File: src/rtl/cpu_pkg.sv
// Shared types and constants for the core's fetch path.
package cpu_pkg;

  typedef enum logic [1:0] {
    FETCH = 2'd0,
    HOLD  = 2'd1,
    ERROR = 2'd2
  } fetch_state_t;

  localparam int         INSTR_BYTES = 4;
  localparam logic [1:0] ALIGN_MASK  = 2'(INSTR_BYTES - 1);

  function automatic logic is_aligned(input logic [1:0] lsbs);
    return (lsbs & ALIGN_MASK) == 2'b00;
  endfunction

endpackage

File: src/rtl/pc_fetch_unit.sv
// Architectural PC register and fetch sequencer; hands fetched instructions
// to decode over valid/ready and commits NextPC when decode accepts.
//
//   state | meaning
//   FETCH | request outstanding at CurrentPC, waiting for imem_ack
//   HOLD  | Instruction valid, waiting for decode to accept (commit)
//   ERROR | a commit saw a misaligned NextPC; parked until Reset
module pc_fetch_unit
  import cpu_pkg::*;
#(
  parameter int                ADDR_W   = 64,
  parameter int                INSTR_W  = 32,
  parameter logic [ADDR_W-1:0] RESET_PC = '0
) (
  input  logic               CLK,
  input  logic               Reset,
  input  logic [ADDR_W-1:0]  NextPC,
  output logic [ADDR_W-1:0]  CurrentPC,
  output logic               imem_req,
  output logic [ADDR_W-1:0]  imem_addr,
  input  logic               imem_ack,
  input  logic [INSTR_W-1:0] imem_rdata,
  output logic [INSTR_W-1:0] Instruction,
  output logic               instr_valid,
  input  logic               instr_ready,
  output logic               pc_misaligned,
  output logic [63:0]        retired_count
);

  fetch_state_t state, state_nxt;
  logic         commit;
  logic         commit_ok;
  logic         capture;

  assign commit    = (state == HOLD) && instr_ready;
  assign commit_ok = commit && is_aligned(NextPC[1:0]);
  // ack only counts while a request is actually outstanding
  assign capture   = (state == FETCH) && imem_ack;

  always_ff @(posedge CLK or posedge Reset) begin
    if (Reset) state <= FETCH;
    else       state <= state_nxt;
  end

  always_comb begin
    state_nxt = state;
    case (state)
      FETCH:   if (capture) state_nxt = HOLD;
      HOLD:    if (commit)  state_nxt = commit_ok ? FETCH : ERROR;
      ERROR:   state_nxt = ERROR;
      default: state_nxt = ERROR;
    endcase
  end

  always_comb begin
    imem_req      = 1'b0;
    instr_valid   = 1'b0;
    pc_misaligned = 1'b0;
    case (state)
      FETCH:   imem_req      = 1'b1;
      HOLD:    instr_valid   = 1'b1;
      ERROR:   pc_misaligned = 1'b1;
      default: pc_misaligned = 1'b1;
    endcase
  end

  always_ff @(posedge CLK or posedge Reset) begin
    if (Reset) begin
      CurrentPC     <= RESET_PC;
      Instruction   <= '0;
      retired_count <= '0;
    end else begin
      if (capture) Instruction <= imem_rdata;
      if (commit_ok) begin
        CurrentPC     <= NextPC;
        retired_count <= retired_count + 64'd1;
      end
    end
  end

  assign imem_addr = CurrentPC;

endmodule
File: config.mk
export PLATFORM = sky130hd
export DESIGN_NAME = pc_fetch_unit
export DESIGN_NICKNAME = d
export VERILOG_FILES = /design/src/rtl/cpu_pkg.sv /design/src/rtl/pc_fetch_unit.sv
export SDC_FILE = /design/constraint.sdc
export NUM_CORES = 1
export LEC_CHECK = 0
export CAP_MARGIN = 10
export CELL_PAD_IN_SITES_DETAIL_PLACEMENT = 2
export CELL_PAD_IN_SITES_GLOBAL_PLACEMENT = 2
export CORE_MARGIN = 5
export CORE_UTILIZATION = 33
export DETAILED_ROUTE_END_ITERATION = 16
export DONT_BUFFER_PORTS = 1
export HOLD_SLACK_MARGIN = 0.03
export PLACE_DENSITY = 0.81
export SLEW_MARGIN = 10
export SYNTH_ARGS = -nofsm -noshare
export SYNTH_HDL_FRONTEND = slang
export SYNTH_SLANG_ARGS = --single-unit
File: constraint.sdc
create_clock -name CLK -period 5 [get_ports CLK]
set_input_delay 0.5 -clock CLK [delete_from_list [all_inputs] [get_ports CLK]]
set_output_delay 0.5 -clock CLK [all_outputs]
set_load 0.02 [all_outputs]
==> results.md, run 1 <==
- DR WL/cell: 22.89 um
- Max-slew violations: 0
- Worst path bufs/invs: 0
- DR DRC count: 0
- CORE AREA: 21760 sq um
- Vias post-DR: 4803
- Number of port buffers: 0
- Peak VDD IR: 0.2143 mV
- Io pins: approximately 330
- CTS Buffer Depth: 2
- Max_cap viols: 0
- Row cnt: 54
- Max incr delay on CP: 0.78 ns
- Synth Flop Type: dfrtp_1
- Uppermost layer routed: met4
- Number of synthesized flops with an enable pin: 0
- HP Class: input pin to async pin
- Largest area contributor in the synthesized netlist: dfrtp_1
- Setup TNS Final: 0 ns
- RSZ-0062 raised after global routing: false
- Synth Area in Adders: 0.1717%
- Largest cells by area after synthesis: dfrtp_1 56%, nand2_1 11%, buf_4 6.6%, mux2_2 4.9%, xnor2_1 4.1%
- Chip Width: 158.6 um
- Final Hold Viols: 0
- Synth top cells by count: 218 x nand2_1, 162 x dfrtp_1, 64 x buf_4
- Final setup vio count: 0
- Post-Synthesis Cells: 700
- Clock root buffer: clkbuf_16
- Tmin final: 2.691 ns
- FF-to-FF End: retired_count[61]
- Worst slew pin tran: 1.074 ns
- Largest net degree at the start of global routing: roughly 110
- Nets: 737
- P per Cell Area: a little over 500 nW/um^2
- DRT antenna net count: 0
- Via/cell ratio: ~5.2
- Multi-input logic area: 2621 sq um
- WP data arrival: ~3.0 ns
- H-tree Lvls: 4
- CP endpoint kind: flip-flop
- Result of the run: complete, no violations
- Pre-CTS setup slack: between 2 and 2.5 ns
- HPWL after detailed placement: 16090 um
- CP Class: flip-flop to flip-flop
- Hold slack final: 0.1444 ns
- Fillers: 2333
- Die area: approximately 25000 sq um
- Post-synthesis sequential area ratio: 55.63%
- GPL Wtd Cong: 0.7953
- Layout cells sized above 1: 13.89%
- Skew final: 0.01307 ns
- Worst-Skew Late Latency: 0.42 ns
- Worst Path Required: 5.29 ns
- Mapped cell area: around 7300 sq um
- Metal1 wirelength: approximately 7700 um
- Top-count cell post-synth: nand2_1
- Max_slew headroom: 28.41%
- Hold Buf Count CTS: 0
- Final Util: roughly a third
- Crit-path cells: nand4_2, nor4_4, and3_1, nand4_1, xnor2_1
- Detailed Route Iter0 Violations: ~150
- Global route overflow: 0
- First-pass GRT wire length: about 32000 um
- Initial antenna violation count: 1
- Asr flop ratio synth: 100.0%
- Synthesis Warnings: 0
- Total Routing Usage GR: 16.64%
- Delay-heaviest family, CP: simple AND/OR/NAND/NOR gates
- Synth Area in XOR/XNOR: 7.572%
- CP max stage cell: nor4_4
- Max Freq: 371.6 MHz
- Setup WS post-layout: 2.309 ns
- Mean Syn Cell Area: ~10 sq um
- Post-synthesis compound-gate area fraction: 0.2232%
- Crit Path Max Fanout: 13
- Critical path launch point type: flip-flop
- First drt pass iteration count: 4
- CTS tree: yes
- Starting density of the core: 33.49%
- Multiplexer area fraction after synthesis: 4.945%
- Lkg Pwr: between 3 and 4 nW
- Count of different cell masters after synthesis: 36
- Total CTS buffers: 17
- Routed wire length on met2: 11140 um
- Main combinational cell family by area after synthesis: simple AND/OR/NAND/NOR gates
- Clock slew at reported path FFs: 0.07 ns
- Number of global-route vias before repair: 5535
- Post-synth top area share: 55.63%
- Wirelength, routed: 21260 um
- RR Startpoint: retired_count[3]
- Post_cts resized: 0
- Die Ht: 158.6 um
- Syn_nets: 801
- FF+latch count, synth: 162
- R2r setup slk: ~2.3 ns
- CTS Sinks: around 160
- Register area: between 4000 and 5000 sq um
- Simple-gate share of the synthesized area: 22.96%
- Area grow syn2layout: 4.945%
- Reg2Reg Depth: 5
- Final period utilization: 53.83%
- Routed met3 length: 2021 um
- Setup Fix Bufs, Post-CTS: 0
[logic make-up (layout without fill, tap and decap cells)]
logic type	after synthesis	in the layout
AO/OA/AOI/OAI	2	2
multiplexers	32	32
flip-flops	162	162
AND/OR/NAND/NOR	342	342
adder cells (fa/ha/maj)	1	1
XOR/XNOR	63	63
other	0	1
buffers and inverters	98	46
[flip-flops by register name (all words and copies together), names as in the netlist]
signal and flops:
state 2, Instruction 32, retired_count 64, CurrentPC 64
[layer usage]
layer	global-route usage [%]	vias to the layer above
met2	29.62	248
met5	0	-
li1	-	2088
met3	5.762	29
met1	18.22	2438
met4	6.336	0
[worst max-delay path by stage]
stage                     start                end  slack, ns  depth (start not counted)
2_1_floorplan             Reset       CurrentPC[0]       0.12                          1
3_3_place_gp   retired_count[3]  retired_count[27]       2.47                          5
3_5_place_dp   retired_count[3]  retired_count[61]       2.29                          5
4_1_cts        retired_count[3]  retired_count[61]       2.27                          5
5_1_grt        retired_count[3]  retired_count[61]       2.15                          5
6_report       retired_count[3]  retired_count[61]       2.31                          5
[where the power goes]
group          total [W]  internal (W)  switching [W]  leakage [nW]
clock network    0.00123      0.000656       0.000571         0.263
logic           0.000344      0.000176       0.000168          1.30
registers        0.00239       0.00158       0.000810          2.13
[final cells by class]
type	count	share of cell area, %
diodes	1	0.03272
clock inverters	13	1.358
clock buffers	18	5.743
inverters	11	0.6054
multi-input cells	440	34.28
well taps	280	4.581
repair buffers	4	0.3927
flip-flops and latches	162	53.01
[metrics by stage]
step	cells	total power (W)	instance area (sq um)
floorplan	700	0.002783	7287
global placement	897	0.002722	7102
detailed placement	897	0.002783	7102
CTS	928	0.004040	7645
global route	929	0.004163	7647
finish	929	0.003959	7647
[cell usage in the layout, fill, tap and decap left out, drive strengths merged]
master,instances
clkinvlp,3
nor3,13
and3b,1
and3,9
diode,1
ha,1
xnor2,34
nand2,218
nand3b,1
and4,5
nand3,17
nor3b,1
nor2,23
dfrtp,162
xor2,29
a31o,1
or2,2
clkinv,5
nor2b,1
nor4,16
and2,6
inv,16
buf,4
nand4,28
a21o,1
nand4bb,1
clkbuf,18
mux2,32
Power figures use the tool's default switching activity.
==> run 2, diff against run 1 <==
--- a/config.mk
+++ b/config.mk
@@ -9,11 +9,11 @@
 export CELL_PAD_IN_SITES_DETAIL_PLACEMENT = 2
 export CELL_PAD_IN_SITES_GLOBAL_PLACEMENT = 2
 export CORE_MARGIN = 5
-export CORE_UTILIZATION = 33
+export CORE_UTILIZATION = 37
 export DETAILED_ROUTE_END_ITERATION = 16
 export DONT_BUFFER_PORTS = 1
 export HOLD_SLACK_MARGIN = 0.03
-export PLACE_DENSITY = 0.81
+export PLACE_DENSITY = 0.85
 export SLEW_MARGIN = 10
 export SYNTH_ARGS = -nofsm -noshare
 export SYNTH_HDL_FRONTEND = slang
==> constraint.sdc (replaced) <==
create_clock -name CLK -period 2.6 [get_ports CLK]
set_input_delay 0.26 -clock CLK [delete_from_list [all_inputs] [get_ports CLK]]
set_output_delay 0.26 -clock CLK [all_outputs]
set_load 0.02 [all_outputs]
==> run 2 against run 1 <==
- power increased by 100%
- final area increased by 15%
- critical path depth unchanged
- final cell count increased by 11%
- utilization increased by 10 points
- register-to-register slack got worse by 2.2 ns
- hold slack improved by 0.076 ns
- via count increased by 10%
- sequential power increased by 92%
- highest routed layer unchanged
- setup slack got worse by 2.2 ns
- sequential share of layout area decreased by 6.8 points
- die area decreased by 10%
==> results.md, run 2 (same netlist as run 1, synthesis figures left out) <==
- Number of global-route vias before repair: 6367 (+15%)
- HPWL after detailed placement: 16440 um (+2.1%)
- Commonest non-fill, non-tap cell in the layout: nand2_1
- Post-Place Cells: 899 (+0.22%)
- Max_cap viols: 0 (unchanged)
- Power, Total: 0.007912 W (+100%)
- Chip Width: 150.3 um (-5.2%)
- Setup TNS Final: 0 ns (unchanged)
- Skew final: 0.01430 ns (+0.001229 ns)
- DR WL/cell: 24.41 um (+6.7%)
- Tmin final: 2.496 ns (-0.1949 ns)
- RR Startpoint: retired_count[9]
- Clock root buffer: clkbuf_16
- Total CTS buffers: 17 (unchanged)
- DRT antenna net count: 0 (unchanged)
- WHS Endpoint: state[1]
- HP Class: input pin to flip-flop
- R2r setup slk: 0.10 ns (-2.21 ns)
- Critical path launch point type: flip-flop
- FF-to-FF End: retired_count[50]
- CTS Buffer Depth: 2 (unchanged)
- Most frequent cells in the layout: 218 x nand2_1, 162 x dfrtp_1, 96 x dlygate4sd3_1
- Biggest regs: CurrentPC: 64 flops, retired_count: 64 flops, Instruction: 32 flops
- CTS Sinks: 162 (unchanged)
- Die Ht: 150.3 um (-5.2%)
- CTS tree: yes
- Multi-input logic area: 2628 sq um (+0.24%)
- CP endpoint kind: flip-flop
- Max-slew violations: 0 (unchanged)
- First-pass GRT wire length: 38510 um (+20%)
- Initial antenna violation count: 0 (-1)
- Detailed Route Iter0 Violations: 109 (-28%)
- Reg2Reg Depth: 5 (unchanged)
- Hold depth: 2
- Lkg Pwr: 4.197 nW (+14%)
- Final non-filler cell total: 1027 (+11%)
- Hold Path Origin: NextPC[1]
- P per Cell Area: 902.3 nW/um^2 (+74%)
- Die area: 22600 sq um (-10%)
- Final period utilization: 96.02% (+42 points)
- Vias post-DR: 5302 (+10%)
- DR DRC count: 0 (unchanged)
- Pre-CTS setup slack: 0.1810 ns (-2.107 ns)
- Starting density of the core: 37.56% (+4.1 points)
- Register area: 4054 sq um (unchanged)
- Largest net degree at the start of global routing: 69 (-39%)
- Io pins: 327 (unchanged)
- Final setup vio count: 0 (unchanged)
- Crit Path Max Fanout: 5 (-8)
- Result of the run: complete, no violations
- Global route overflow: 0 (unchanged)
- Max_slew headroom: 50.08% (+22 points)
- RSZ-0062 raised after global routing: false
- Hold slack final: 0.2205 ns (+0.07610 ns)
- CORE AREA: 19400 sq um (-11%)
- H-tree Lvls: 4 (unchanged)
- Worst slew pin tran: 0.7488 ns (-0.3251 ns)
- Final Hold Viols: 0 (unchanged)
- WP data arrival: 2.83 ns (-0.15 ns)
- Nets: 850 (+15%)
- GPL Wtd Cong: 0.8376 (+5.3%)
- Clock slew at reported path FFs: 0.07 ns (about the same)
- Fillers: 2014 (-14%)
- Total Routing Usage GR: 22.47% (+5.8 points)
- Peak VDD IR: 0.4358 mV (+100%)
- Via/cell ratio: 5.163 (-0.14%)
- First drt pass iteration count: 4 (unchanged)
- Worst Path Required: 2.94 ns (-2.35 ns)
- CP Class: flip-flop to flip-flop
- Layout cells sized above 1: 14.04% (+0.15 points)
- Number of port buffers: 0 (unchanged)
- Row cnt: 51 (-5.6%)
- Diodes inserted: 0 (-1)
- Max Freq: 400.6 MHz (+7.8%)
- Setup WS post-layout: 0.1036 ns (-2.205 ns)
- Worst-Skew Late Latency: 0.43 ns (about the same)
- Wirelength, routed: 25070 um (+18%)
- Area grow syn2layout: 20.33%
[run 2: changes by cell type in the layout (fill, tap and decap cells not counted), sizes merged]
cell         delta
dlygate4sd3    +96
buf            +17
clkbuf          +1
clkinvlp        -1
diode           -1
inv             +1
[run 2: where the power goes]
part	internal (W)	switching, W	leakage (nW)	total, W
logic	0.000460	0.000442	1.79	0.000902
registers	0.00303	0.00156	2.13	0.00459
clock network	0.00126	0.00115	0.270	0.00242
total	0.00476	0.00315	4.20	0.00791
[run 2: worst max-delay path, cell delays in order, from the launching register on]
cell	delay (ns)
dfrtp_1	0.59
nand4_2	0.26
nor4_4	0.62
nand4_1	0.31
nor4_2	0.39
xor2_1	0.24
[run 2: layout make-up]
class / instances / area share, %
clock buffers: 19 / 4.937
well taps: 265 / 3.781
inverters: 11 / 0.5137
flip-flops and latches: 162 / 46.23
multi-input cells: 440 / 29.97
repair buffers: 117 / 13.18
clock inverters: 13 / 1.384
[run 2: worst max path at each step]
stage | from | end | slack [ns] | cells after the start
6_report | retired_count[9] | retired_count[50] | 0.10 | 5
2_1_floorplan | Reset | CurrentPC[0] | 0.28 | 1
4_1_cts | retired_count[43] | retired_count[58] | 0.15 | 5
3_5_place_dp | retired_count[43] | retired_count[58] | 0.18 | 5
3_3_place_gp | retired_count[21] | retired_count[63] | 0.38 | 5
5_1_grt | retired_count[20] | retired_count[55] | 0.02 | 5
[run 2: metal layers]
metal	global-route usage [%]	vias to the layer above	part of all wire, %
li1	-	2315	-
met3	6.803	31	7.9
met2	41.76	256	54
met4	7.777	0	2.5
met5	0	-	0
met1	24.02	2700	36
[run 2: stage by stage]
| stage | cell area [sq um] | utilization (%) |
|---|---|---|
| after floorplan | 7291 | - |
| after global placement | 7247 | 37.36 |
| after detailed placement | 7247 | 37.36 |
| after CTS | 8762 | 45.17 |
| after global routing | 8768 | 45.20 |
| final | 8768 | 45.20 |
[run 2: what timing repair did]
item | CTS | global route
buffers inserted | 0 | 0
hold buffers | 96 | 0
gates resized for setup | 0 | 1
setup endpoints to repair | 0 | 1
endpoints found under the hold margin | 201 | 0
